==> src/rtl/glb_block_arb_pkg.sv <==
// Shared types and constants for the GLB block arbiter.
package glb_block_arb_pkg;

    localparam int GLB_WORD_W  = 16;
    localparam int GLB_MAX_REQ = 8;

    // Arbiter control states.
    typedef enum logic [1:0] {
        ST_IDLE = 2'd0,
        ST_HDR  = 2'd1,
        ST_BODY = 2'd2,
        ST_DONE = 2'd3
    } arb_state_t;

    // Returns (base + off) wrapped into 0..n-1; base < n and off < n are assumed.
    function automatic logic [2:0] wrap_idx(input logic [2:0] base, input int off, input int n);
        int sum;
        sum = int'(base) + off;
        if (sum >= n) begin
            sum = sum - n;
        end
        return 3'(sum);
    endfunction

endpackage

==> src/rtl/glb_arb_skid.sv <==
// Two-entry register slice: one cycle latency, full throughput, and an
// input-side ready that never depends combinationally on out_ready.
module glb_arb_skid #(
    parameter int W = 16
) (
    input  logic         clk,
    input  logic         rst_n,
    input  logic [W-1:0] in_data,
    input  logic         in_valid,
    output logic         in_ready,
    output logic [W-1:0] out_data,
    output logic         out_valid,
    input  logic         out_ready,
    output logic         empty
);

    logic [W-1:0] mem [2];
    logic         wr_ptr;
    logic         rd_ptr;
    logic [1:0]   count;
    logic         push;
    logic         pop;

    assign in_ready  = (count != 2'd2);
    assign out_valid = (count != 2'd0);
    assign out_data  = mem[rd_ptr];
    assign empty     = (count == 2'd0);
    assign push      = in_valid && in_ready;
    assign pop       = out_valid && out_ready;

    // Storage, pointers and occupancy.
    always_ff @(posedge clk or negedge rst_n) begin
        if (!rst_n) begin
            mem[0] <= '0;
            mem[1] <= '0;
            wr_ptr <= 1'b0;
            rd_ptr <= 1'b0;
            count  <= 2'd0;
        end else begin
            if (push) begin
                mem[wr_ptr] <= in_data;
                wr_ptr      <= ~wr_ptr;
            end
            if (pop) begin
                rd_ptr <= ~rd_ptr;
            end
            count <= count + {1'b0, push} - {1'b0, pop};
        end
    end

endmodule

==> src/rtl/glb_block_arb.sv <==
// Round-robin block arbiter: grants one upstream producer at a time for a
// whole block (header word L followed by L payload words) and retires each
// producer after NUM_BLOCKS blocks. Define GLB_BLOCK_ARB_OUT_REG_EN to put a
// two-entry register slice on the output path; otherwise the granted
// requester is forwarded combinationally.
//
// Handshake: a word moves on any interface only in a cycle where valid and
// ready are both high at the rising clock edge; valid never waits for ready.
module glb_block_arb
    import glb_block_arb_pkg::*;
#(
    parameter int NUM_REQ    = 2,
    parameter int NUM_BLOCKS = 1
) (
    input  logic                                clk,
    input  logic                                rst_n,
    input  logic [NUM_REQ-1:0][GLB_WORD_W-1:0]  in_data,
    input  logic [NUM_REQ-1:0]                  in_valid,
    output logic [NUM_REQ-1:0]                  in_ready,
    output logic [GLB_WORD_W-1:0]               out_data,
    output logic                                out_valid,
    input  logic                                out_ready,
    output logic [2:0]                          grant_id,
    output logic                                done,
    output arb_state_t                          fsm_state
);

    localparam int IDX_W = (NUM_REQ > 1) ? $clog2(NUM_REQ) : 1;
    localparam int CNT_W = $clog2(NUM_BLOCKS + 1);

    arb_state_t                state;
    arb_state_t                state_nxt;
    logic [2:0]                rr_ptr;
    logic [2:0]                rr_ptr_nxt;
    logic [2:0]                grant_nxt;
    logic [GLB_WORD_W-1:0]     len_cnt;
    logic [GLB_WORD_W-1:0]     len_cnt_nxt;
    logic [CNT_W-1:0]          blk_cnt [NUM_REQ];
    logic [NUM_REQ-1:0]        finished;
    logic [NUM_REQ-1:0]        eligible;
    logic [2*NUM_REQ-1:0]      elig_rot;
    logic                      all_finished;
    logic                      pick_found;
    logic [2:0]                pick_id;
    logic [IDX_W-1:0]          gidx;
    logic                      active;
    logic                      src_valid;
    logic [GLB_WORD_W-1:0]     src_data;
    logic                      src_ready;
    logic                      xfer;
    logic                      blk_end;
    logic                      drained;

    assign gidx      = grant_id[IDX_W-1:0];
    assign active    = (state == ST_HDR) || (state == ST_BODY);
    assign src_valid = in_valid[gidx];
    assign src_data  = in_data[gidx];
    assign xfer      = active && src_valid && src_ready;
    assign done      = (state == ST_DONE);
    assign fsm_state = state;

    // A requester is retired once it has completed all of its blocks.
    always_comb begin
        finished = '0;
        for (int i = 0; i < NUM_REQ; i++) begin
            finished[i] = (blk_cnt[i] == CNT_W'(NUM_BLOCKS));
        end
    end

    assign eligible     = in_valid & ~finished;
    assign all_finished = &finished;
    // Rotate so bit 0 is the requester at rr_ptr.
    assign elig_rot     = {eligible, eligible} >> rr_ptr;

    // First eligible requester at or after rr_ptr, wrapping.
    always_comb begin
        pick_found = 1'b0;
        pick_id    = '0;
        for (int i = NUM_REQ - 1; i >= 0; i--) begin
            if (elig_rot[i]) begin
                pick_found = 1'b1;
                pick_id    = wrap_idx(rr_ptr, i, NUM_REQ);
            end
        end
    end

    // Next-state logic: grant in IDLE, header/body length tracking, block end.
    always_comb begin
        state_nxt   = state;
        grant_nxt   = grant_id;
        rr_ptr_nxt  = rr_ptr;
        len_cnt_nxt = len_cnt;
        blk_end     = 1'b0;
        case (state)
            ST_IDLE: begin
                if (all_finished && drained) begin
                    state_nxt = ST_DONE;
                end else if (pick_found) begin
                    grant_nxt = pick_id;
                    state_nxt = ST_HDR;
                end
            end
            ST_HDR: begin
                if (xfer) begin
                    if (src_data == '0) begin
                        blk_end = 1'b1;
                    end else begin
                        len_cnt_nxt = src_data;
                        state_nxt   = ST_BODY;
                    end
                end
            end
            ST_BODY: begin
                if (xfer) begin
                    len_cnt_nxt = len_cnt - 16'd1;
                    if (len_cnt == 16'd1) begin
                        blk_end = 1'b1;
                    end
                end
            end
            ST_DONE: begin
                state_nxt = ST_DONE;
            end
            default: begin
                state_nxt = ST_IDLE;
            end
        endcase
        if (blk_end) begin
            state_nxt  = ST_IDLE;
            rr_ptr_nxt = wrap_idx(grant_id, 1, NUM_REQ);
        end
    end

    // Control state registers.
    always_ff @(posedge clk or negedge rst_n) begin
        if (!rst_n) begin
            state    <= ST_IDLE;
            rr_ptr   <= '0;
            grant_id <= '0;
            len_cnt  <= '0;
        end else begin
            state    <= state_nxt;
            rr_ptr   <= rr_ptr_nxt;
            grant_id <= grant_nxt;
            len_cnt  <= len_cnt_nxt;
        end
    end

    // Per-requester completed-block counters; a reset drops a partial block.
    always_ff @(posedge clk or negedge rst_n) begin
        if (!rst_n) begin
            for (int i = 0; i < NUM_REQ; i++) begin
                blk_cnt[i] <= '0;
            end
        end else if (blk_end) begin
            for (int i = 0; i < NUM_REQ; i++) begin
                if (gidx == IDX_W'(i)) begin
                    blk_cnt[i] <= blk_cnt[i] + CNT_W'(1);
                end
            end
        end
    end

`ifdef GLB_BLOCK_ARB_OUT_REG_EN
    logic skid_in_ready;
    logic skid_empty;

    glb_arb_skid #(
        .W(GLB_WORD_W)
    ) u_skid (
        .clk       (clk),
        .rst_n     (rst_n),
        .in_data   (src_data),
        .in_valid  (active && src_valid),
        .in_ready  (skid_in_ready),
        .out_data  (out_data),
        .out_valid (out_valid),
        .out_ready (out_ready),
        .empty     (skid_empty)
    );

    assign drained = skid_empty;

    // Granted requester is ready whenever the slice has room.
    always_comb begin
        in_ready  = '0;
        src_ready = active && skid_in_ready;
        if (active) begin
            in_ready[gidx] = skid_in_ready;
        end
    end
`else
    assign drained = 1'b1;

    // Combinational pass-through of the granted requester.
    always_comb begin
        in_ready  = '0;
        src_ready = 1'b0;
        out_valid = 1'b0;
        out_data  = '0;
        if (active) begin
            src_ready      = out_ready;
            in_ready[gidx] = out_ready;
            out_valid      = src_valid;
            out_data       = src_data;
        end
    end
`endif

endmodule

==> config.mk <==
export PLATFORM = sky130hd
export DESIGN_NAME = glb_block_arb
export DESIGN_NICKNAME = d
export VERILOG_FILES = /design/src/rtl/glb_block_arb_pkg.sv /design/src/rtl/glb_arb_skid.sv /design/src/rtl/glb_block_arb.sv
export SDC_FILE = /design/constraint.sdc
export NUM_CORES = 1
export LEC_CHECK = 0
export CAP_MARGIN = 10
export CELL_PAD_IN_SITES_DETAIL_PLACEMENT = 0
export CELL_PAD_IN_SITES_GLOBAL_PLACEMENT = 1
export CORE_MARGIN = 2
export CORE_UTILIZATION = 38
export DETAILED_ROUTE_END_ITERATION = 8
export GPL_TIMING_DRIVEN = 0
export PLACE_DENSITY = 0.95
export SYNTH_ARGS = -nofsm -noshare
export SYNTH_HDL_FRONTEND = slang
export SYNTH_SLANG_ARGS = --single-unit
==> constraint.sdc <==
create_clock -name clk -period 6.74 [get_ports clk]
set_input_delay 1.011 -clock clk [delete_from_list [all_inputs] [get_ports clk]]
set_output_delay 1.011 -clock clk [all_outputs]
set_load 0.005 [all_outputs]
==> results.toml, run 1 <==
[outcome]
status = "complete, no violations"

[cells_and_area]
nets = 380
area_growth_pct = 35.2
n_antenna_cell = 0
drive_gt1_share_pct = 4.83
fillers = 517
fin_util_pct = 53.5

[logic_synthesis]
syn_nets = 314
yosysWarnings = 0
synth_cell_types = 46
ys_seq_elements = 26
netlist_instances = 266
synth_area_per_cell_um2 = 8.19
synth-simple-area-share_pct = 25.4
synth_edf_count = 0
yosysSeqAreaShare_pct = 29.9
synthArstFlopShare_pct = 100
synth_fa_ha_area_share_pct = 6.32
synth-compound-area-share_pct = 22.1
synthFlopType = "dfrtp_1"
muxShareOfSynthArea_pct = 9.36
synth_top_family_by_area = "simple AND/OR/NAND/NOR gates"
synthesis.area_um2 = 2180
synth-xor-area-share_pct = 2.81

[timing]
slew_headroom_pct = 49.5
post-route-period-util_pct = 57.2
timing.setup.tns_ns = 0
fin_crit_ns = 3.86
max_freq_mhz = 259
setup_viol = 0
hold_viol = 0
tightestPinTransition_ns = 0.758
rsz0062_at_grt = "false"
skew_ns = 0.00267
finalMaxSlewViolations = 0

[pwr]
pwr-share-seq_pct = 23.6
p_switching_uw = 485
p_per_area_nw_per_um2 = 396
power.share.clock_pct = 11.4
intPower_uw = 683
ir_drop_uv = 219
netSwitchingFraction_pct = 41.5
power.leakage_uw = 0.00113
comb_power_share_pct = 65.0

[clock_network]
tritoncts = "done"
cts_max_level = 1
clk_pin_slew_worst_paths_ns = 0.09
insertion_delay_ns = 0.28
cts_setup_buffers = 0
clockBufferDepth = 2
cts_repair_resize_count = 0
root_buffer = "clkbuf_8"
cts_made_buffers = 3
cts_sinks = 26
holdBufCountCts = 0

[worst_setup_path]
cp-end-kind = "primary output"
cp.arrival_ns = 2.85
r2r_cells = 7
critPathRequiredTime_ns = 5.73
path_depth = 6
crit_chain = "buf_6, buf_2, clkbuf_1, mux2i_1, nor2b_1, clkdlybuf4s50_1"
crit_path_top_delay_cell = "clkbuf_1"
critPathLaunchType = "register"
crit_buf_inv = 4
cpPeakStageDelay_ns = 0.62
critical_path_class = "reg -> out"
critical-path-top-delay-family = "buffers and inverters"
cp_max_fo = 10

[die]
dieArea_um2 = 6350
die_w_um = 79.7
boundaryPins = 62
start_util_pct = 39.6
core-area_um2 = 5510
num_rows = 27
die_height_um = 79.7

[detailed_routing]
vias = 2239
wl_per_cell_um = 15.8
avgViaCountPerCell = 5.56
routed_wl_um = 6370
first_iter_violations = 196
ant_nets = 0
dr.pass1.iters = 5
drc = 0

[global_routing]
overflow = 0
grt_pass1_vias = 2142
grt_pass1_wl_um = 10400
grt_max_degree = 27
grt_usage_pct = 20.8
antenna_found_initial = 0

[placed_design]
post-dp-hpwl_um = 4930
gp_congestion = 0.867
portBuffers = 61

[worst_hold_path]
whs_path_depth = 1
hp-class = "reg -> reg"

[run]
cap_viol_max_count = 0
-- power by group through the flow --
stage	clock network [uW]	registers, uW	logic [uW]
2_1_floorplan	0	261	457
3_3_place_gp	0	274	749
3_5_place_dp	0	277	756
4_1_cts	137	274	759
5_1_grt	143	285	837
6_report	133	275	759
-- area by class of cell --
| type | count | area, um^2 | area share [%] |
|---|---|---|---|
| timing repair buffer | 61 | 606 | 20.6 |
| clock buffer | 3 | 41.3 | 1.40 |
| sequential | 26 | 651 | 22.1 |
| inverter | 11 | 41.3 | 1.40 |
| buffer | 11 | 50.0 | 1.70 |
| clock inverter | 1 | 30.0 | 1.02 |
| multi-input combinational | 218 | 1440 | 48.8 |
| tap | 72 | 90.1 | 3.06 |
-- synthesized netlist by cell type (4+ instances only) --
cell type | number | area (um^2)
o22ai_1 | 4 | 25.0
nand2b_1 | 4 | 25.0
nor2b_1 | 20 | 125
nand2_1 | 33 | 124
clkbuf_1 | 8 | 30.0
a21oi_1 | 17 | 85.1
ha_1 | 11 | 138
inv_1 | 11 | 41.3
nor2_1 | 22 | 82.6
dfrtp_1 | 26 | 651
xnor2_1 | 6 | 52.6
mux2i_1 | 17 | 170
nor4_1 | 5 | 31.3
o21ai_0 | 19 | 95.1
nor3_1 | 4 | 20.0
a22o_1 | 6 | 52.6
-- cell usage in the layout, fill, tap and decap left out, types with 6 or more instances in the layout --
cell type / instances
a22o_1: 6
inv_1: 11
clkbuf_1: 8
ha_1: 11
a21oi_1: 17
clkdlybuf4s50_1: 60
nor2_1: 22
o21ai_0: 19
dfrtp_1: 26
nand2_1: 33
mux2i_1: 17
nor2b_1: 20
xnor2_1: 6
-- path summary, 6_finish.rpt --
| path | startpoint | end | slack [ns] |
|---|---|---|---|
| worst max-delay path | grant_id[0] | out_data[5] | 2.88 |
| worst min-delay path | len_cnt[11] | len_cnt[11] | 0.52 |
| worst max register to register | grant_id[0] | len_cnt[7] | 3.98 |
| worst min register to register | len_cnt[11] | len_cnt[11] | 0.52 |
| max in group asynchronous | rst_n | blk_cnt[0] | 5.61 |
| min in group asynchronous | rst_n | len_cnt[7] | 0.73 |
-- cell families after synthesis --
group / Yosys count
muxes: 20
buffers and inverters: 22
xor gates and xnor gates: 7
AOI/OAI and AO/OA: 71
DFF: 26
and+or+nand+nor: 109
adders and majority gates: 11
-- metal layers --
metal	share of wire [%]	GRT usage (%)	vias up	wire, um
li1	-	-	1088	-
met1	43	28.2	1051	2730
met2	46	32.8	91	2950
met3	9.0	5.20	9	576
met4	1.7	5.69	0	106
met5	0	0	-	0
-- flip-flops by register name, summed over array words and instances (netlist names) --
name,flops
grant_id,3
fsm_state,2
rr_ptr,3
blk_cnt,2
len_cnt,16
-- metrics by stage --
| stage | hold WS [ns] | setup slack, ns | cells | total power (uW) | area [um^2] |
|---|---|---|---|---|---|
| CTS | 0.518 | 2.88 | 403 | 1170 | 2950 |
| global placement | 0.493 | 3.14 | 399 | 1020 | 2880 |
| floorplan | 0.471 | 3.88 | 266 | 718 | 2180 |
| finish | 0.515 | 2.88 | 403 | 1170 | 2950 |
| global route | 0.541 | 2.79 | 403 | 1270 | 2950 |
| detailed placement | 0.492 | 3.19 | 399 | 1030 | 2880 |
(Power assumes the default switching activity.)
==> run 2: changes to the inputs <==
--- a/config.mk
+++ b/config.mk
@@ -9,10 +9,10 @@
 export CELL_PAD_IN_SITES_DETAIL_PLACEMENT = 0
 export CELL_PAD_IN_SITES_GLOBAL_PLACEMENT = 1
 export CORE_MARGIN = 2
-export CORE_UTILIZATION = 38
+export CORE_UTILIZATION = 32
 export DETAILED_ROUTE_END_ITERATION = 8
 export GPL_TIMING_DRIVEN = 0
-export PLACE_DENSITY = 0.95
+export PLACE_DENSITY = 0.87
 export SYNTH_ARGS = -nofsm -noshare
 export SYNTH_HDL_FRONTEND = slang
 export SYNTH_SLANG_ARGS = --single-unit
==> constraint.sdc (replaced) <==
create_clock -name clk -period 3.15 [get_ports clk]
set_input_delay 0.4725 -clock clk [delete_from_list [all_inputs] [get_ports clk]]
set_output_delay 0.4725 -clock clk [all_outputs]
set_load 0.005 [all_outputs]
==> results.toml, run 2 (synthesis results as in run 1) <==
[die]
boundaryPins = 62
core-area_um2 = 6680
num_rows = 30
die_w_um = 86.5
dieArea_um2 = 7480
start_util_pct = 32.6
die_height_um = 86.5

[cells_and_area]
n_antenna_cell = 0
final_common_cell = "clkdlybuf4s50_1"
drive_gt1_share_pct = 4.83
mostFrequentLayoutCells = "61 x clkdlybuf4s50_1, 33 x nand2_1, 26 x dfrtp_1, 22 x nor2_1, 20 x nor2b_1"
largest_reg_flops = 16
reg_top3 = "len_cnt (16), grant_id (3), rr_ptr (3)"
area_growth_pct = 37.0
nets = 380
top_register = "len_cnt"
design_area_um2 = 2980

[global_routing]
grt_pass1_vias = 2112
grt_usage_pct = 16.8
grt_pass1_wl_um = 10100
grt_max_degree = 20
antenna_found_initial = 0
overflow = 0

[worst_setup_path]
critPathRequiredTime_ns = 2.68
crit_path_top_delay_cell = "clkdlybuf4s50_1"
critPathLaunchType = "register"
r2r-start = "grant_id[0]"
cp.arrival_ns = 2.43
cp-end-kind = "primary output"
critical_path_class = "reg -> out"
cp_max_fo = 10
cpPeakStageDelay_ns = 0.52
r2r_cells = 9
reg2reg_slack_ns = 0.29
crit_chain = "inv_1, ha_1, clkbuf_1, nor2b_1, clkdlybuf4s50_1"
reg2reg_to = "len_cnt[8]"

[clock_network]
cts_max_level = 1
root_buffer = "clkbuf_8"
cts_sinks = 26
clk_pin_slew_worst_paths_ns = 0.10
cts_made_buffers = 3
cts_repair_resize_count = 0
cts_setup_buffers = 0
clockBufferDepth = 2
tritoncts = "done"
insertion_delay_ns = 0.28
holdBufCountCts = 0

[pwr]
comb_power_share_pct = 65.0
netSwitchingFraction_pct = 41.4
power.leakage_uw = 0.00114
power.share.clock_pct = 11.5
ir_drop_uv = 329
p_switching_uw = 1030
pwr-share-seq_pct = 23.5
p_per_area_nw_per_um2 = 836
intPower_uw = 1460

[detailed_routing]
first_iter_violations = 144
vias = 2242
routed_wl_um = 6360
dr.pass1.iters = 4
drc = 0
ant_nets = 0
avgViaCountPerCell = 5.45
wl_per_cell_um = 15.5

[placed_design]
portBuffers = 61
post_dp_cell_area_um2 = 2920
gp_congestion = 0.909
post-dp-hpwl_um = 5040

[worst_hold_path]
whs_path_depth = 1
min_to = "blk_cnt[0]"
hp-class = "reg -> reg"
worstHoldStart = "blk_cnt[0]"

[timing]
skew_ns = 0.00725
finalMaxSlewViolations = 0
tightestPinTransition_ns = 0.621
slew_headroom_pct = 58.6
rsz0062_at_grt = "false"
post-route-period-util_pct = 92.1
hold_viol = 0
setup_viol = 0
max_freq_mhz = 345
fin_crit_ns = 2.90
timing.setup.tns_ns = 0

[run]
cap_viol_max_count = 0

[outcome]
status = "complete, no violations"
==> run 2: changes by cell type in the layout (fill, tap and decap cells not counted) <==
| cell | before | now |
|---|---|---|
| buf_16 | 0 | 1 |
| clkbuf_1 | 8 | 7 |
| clkdlybuf4s50_1 | 60 | 61 |
| buf_2 | 2 | 1 |
==> run 2: power groups by stage <==
stage	clock (uW)	sequential, uW	combinational (uW)
floorplan	0	559	977
global placement	0	588	1620
detailed placement	0	592	1630
CTS	293	585	1630
global route	300	604	1790
finish	288	587	1620
==> run 2: layout make-up <==
type	count	area, um^2
repair buffers	62	638
flip-flops and latches	26	651
inverters	11	41.3
multi-input cells	218	1440
clock buffers	3	41.3
plain buffers	10	46.3
fillers	679	3700
clock inverters	1	30.0
well taps	80	100
==> run 2: worst max path at each step <==
stage	depth (start not counted)	from	endpoint
3_5_place_dp	7	in_data[29]	len_cnt[1]
2_1_floorplan	6	grant_id[0]	rr_ptr[2]
6_report	5	fsm_state[0]	out_valid
4_1_cts	5	fsm_state[0]	out_valid
5_1_grt	9	grant_id[0]	len_cnt[8]
3_3_place_gp	6	in_data[29]	rr_ptr[2]
==> run 2: metrics by stage <==
step | std cells | power, uW | hold slack [ns] | worst slack, ns | util (%)
floorplan | 266 | 1540 | 0.177 | 0.722 | -
global placement | 407 | 2210 | 0.494 | 0.194 | 43.2
detailed placement | 408 | 2220 | 0.512 | 0.191 | 43.7
CTS | 411 | 2510 | 0.533 | 0.200 | 44.7
global route | 411 | 2690 | 0.563 | 0.0286 | 44.7
finish | 411 | 2500 | 0.525 | 0.249 | 44.7
==> run 2: layer usage <==
layer | GRT usage [%] | part of all wire, % | vias up
li1 | - | - | 1093
met1 | 23.4 | 47 | 1069
met2 | 27.2 | 45 | 72
met3 | 2.38 | 6.3 | 8
met5 | 0 | 0 | -
met4 | 4.97 | 1.4 | 0
==> run 2: worst max-delay path, delay by kind of cell, from the launching register on <==
family | cells | cell delay (ns)
adders and majority gates | 1 | 0.50
and+or+nand+nor | 1 | 0.23
DFF | 1 | 0.43
buffers and inverters | 3 | 1.01
==> variant 1 (flow settings as in run 2) <==
Change the parameter `NUM_BLOCKS` from 1 to 2.
--- a/src/rtl/glb_block_arb.sv
+++ b/src/rtl/glb_block_arb.sv
@@ -11,5 +11,5 @@
 #(
     parameter int NUM_REQ    = 2,
-    parameter int NUM_BLOCKS = 1
+    parameter int NUM_BLOCKS = 2
 ) (
     input  logic                                clk,
Function: changed (Yosys sat finds a counterexample within 4 cycles, from zero or initial values and one cycle with rst_n low).
==> variant 1 against run 2 <==
- setup slack worse by 89 ps
- sequential cell count rose by 2
- critical path depth unchanged
- synthesized area grew 5.9%
- fmax down 3.0%
- routed wire length grew 7.2%
- global-route usage rose by 1.2 points
- final area increased by 4.0%
- hold slack worse by 19 ps
- final cell count is 4.1% higher
- critical path type unchanged
- highest routed layer unchanged
Power is left out: it rests on default switching activity, and per cell area and clock period it moved more than threefold.
==> variant 1: results (changes against run 2) <==
status: "finished clean"
ff2ff_path_depth: 8  # -1
stdcell_count: 428  # +4.1%
synth_fa_ha_area_frac: 0.0705  # +0.00732
multi_input_area_um2: 1480  # +3.3%
clock_area_frac: 0.0133  # -0.0106
synth_xor_area_frac: 0.0266  # -0.00157
ys_top_cells_by_area: "dfrtp_1 30%, mux2i_1 9.1%, ha_1 7.0%, nor2b_1 5.4%, o22a_1 3.8%"
synth_common_cells: "28 x dfrtp_1, 22 x nor2_1, 21 x mux2i_1"
buffers_excl_clock: 73  # +1.4%
hold_start: "len_cnt[15]"
grt_pass1_wl_mm: 11.2  # +11%
grt_use_met3: 0.0157  # -0.00811
met2_wirelength_mm: 3.33  # +15%
muxShareOfSynthArea: 0.106  # +0.0121
ys_seq_area_frac: 0.304  # +0.00501
slew_headroom: 0.336  # -0.250
wl_mm: 6.83  # +7.2%
crit_path_max_incr_delay_ps: 550  # +30 ps
inverters: 16  # +5
arrival_ps: 2520  # +90 ps
seq_cells: 28  # +7.7%
area.sequential_um2: 701  # +7.7%
dp_slack_ps: 87.0  # -104 ps
layout.nonclk_buf_frac: 0.225  # -0.00475
via_per_inst: 5.29  # -2.9%
reg2reg_from: "len_cnt[0]"
wl_met1_mm: 3.03  # +1.4%
multi_input_comb_cells: 212  # -2.8%
cts-root-buf: "clkbuf_8"
layout-drive-gt1-share: 0.0512  # +0.00287
clock_skew_ps: 3.83  # -3.42 ps
place.gp.congestion: 0.895  # -1.6%
synth_cell_types: 52  # +13%
num-nets-final: 384  # +1.1%
avgSynthCellArea_um2: 8.61  # +5.1%
drtIter0Drc: 171  # +19%
fillers: 677  # -0.29%
use_met2: 0.304  # +0.0319
[variant 1: cell count changes after synthesis, moves of 5 or more]
cell | run 2 | this run
a22o_1 | 6 | 0
nand2_1 | 33 | 19
o21ai_0 | 19 | 14
o22a_1 | 2 | 10
[variant 1: final timing paths]
path                                     end  slack, ps
worst max-delay path            out_data[13]        160
worst min-delay path             len_cnt[15]        510
worst max register to register   len_cnt[14]        390
worst min register to register   len_cnt[15]        510
max in group asynchronous        len_cnt[10]       1970
min in group asynchronous         blk_cnt[3]        640
[variant 1: through the flow]
stage | hold slack, ps | instance area [um2]
6_report | 506 | 3100
5_1_grt | 522 | 3100
4_1_cts | 509 | 3100
3_5_place_dp | 481 | 3070
3_3_place_gp | 482 | 3040
2_1_floorplan | 177 | 2310
[variant 1: what timing repair did]
action / CTS / global route
setup buffers: 0 / 0
endpoints found under the setup margin: 5 / 0
hold buffers: 0 / 0
resized for setup: 0 / 0
==> variant 2 (settings of run 2) <==
Made on the original files. Reset style: synchronous (`rst_n`), changed in 2 clocked blocks.
--- a/src/rtl/glb_block_arb.sv
+++ b/src/rtl/glb_block_arb.sv
@@ -133,5 +133,5 @@
 
     // Control state registers.
-    always_ff @(posedge clk or negedge rst_n) begin
+    always_ff @(posedge clk) begin
         if (!rst_n) begin
             state    <= ST_IDLE;
@@ -148,5 +148,5 @@
 
     // Per-requester completed-block counters; a reset drops a partial block.
-    always_ff @(posedge clk or negedge rst_n) begin
+    always_ff @(posedge clk) begin
         if (!rst_n) begin
             for (int i = 0; i < NUM_REQ; i++) begin
Behaviour: differs if rst_n is asserted again (counterexample within 4 cycles, from zero or initial values and one cycle with rst_n low); with rst_n held inactive, the same outputs for 10 cycles.
==> variant 2 against run 2 <==
- synthesized area is 9.6% higher
- sequential cell count stayed put
- final cell count is 11% higher
- via count is 17% higher
- final area is 7.0% higher
- setup slack worse by 42 ps
- critical endpoint is now out_data[15]
- power is 11% lower
- non-clock buffer count is 3 higher
- combinational power is 9% lower
- routed wire length is 23% higher
- highest routed layer unchanged
- clock skew is 0.90 ps higher
==> variant 2: results (changes against run 2) <==
synth_xor_area_frac: 0.0257  # -0.00248
grt_pass1_vias: 2481  # +17%
ff2ff_path_depth: 6  # -3
p_per_area_nw_per_um2: 694  # -17%
hold_path_depth: 2  # +1
synth_compound_area_frac: 0.254  # +0.0330
endpoint: "out_data[15]"
hold_start: "len_cnt[10]"
stdcell_count: 458  # +11%
dp_slack_ps: 323  # +132 ps
post-route-period-util: 0.934  # +0.0134
clock_skew_ps: 8.15  # +0.899 ps
clock_power_share: 0.129  # +0.014
placed_area_um2: 3120  # +7.1%
crit_start: "grant_id[0]"
status: "finished clean"
vias: 2614  # +17%
dp_cells: 454  # +11%
grt_max_degree: 16  # -20%
slew_headroom: 0.488  # -0.0984
routedWlPerCell_um: 17.0  # +10%
power.leakage_nw: 1.06  # -7.1%
synthCells: 294  # +11%
synth_fa_ha_area_frac: 0.0576  # -0.00556
ys_seq_area_frac: 0.226  # -0.0724
num-nets-final: 408  # +7.4%
ys.flop_type: "dfxtp_1"
comb_power_share: 0.669  # +0.019
reg2reg_from: "fsm_state[0]"
min_to: "len_cnt[10]"
syn-num-nets: 342  # +8.9%
synthArstFlopShare: 0  # -1.00
hold_ws_ps: 512  # -12.3 ps
muxShareOfSynthArea: 0.0754  # -0.0182
[variant 2: cells by family (layout without fill, tap and decap cells)]
group | count (synthesis) | in the layout
multiplexers | 18 | 18
flip-flops | 26 | 26
AND/OR/NAND/NOR | 124 | 124
buffers and inverters | 25 | 90
AO/OA/AOI/OAI | 83 | 83
adder cells (fa/ha/maj) | 11 | 11
XOR/XNOR | 7 | 7
[variant 2: layout make-up]
| type | instances | area, um2 |
|---|---|---|
| well taps | 99 | 124 |
| flip-flops and latches | 26 | 541 |
| repair buffers | 61 | 611 |
| inverters | 11 | 41.3 |
| multi-input cells | 243 | 1740 |
| clock buffers | 3 | 41.3 |
| plain buffers | 14 | 63.8 |
| clock inverters | 1 | 30.0 |
| fillers | 750 | 4060 |
[variant 2: per-layer routing]
metal | up-vias | GRT usage | wire length [um]
met5 | - | 0 | 0
met4 | 0 | 0.0359 | 116
met3 | 14 | 0.0451 | 559
met2 | 115 | 0.317 | 3690
met1 | 1215 | 0.244 | 3440
li1 | 1270 | - | -
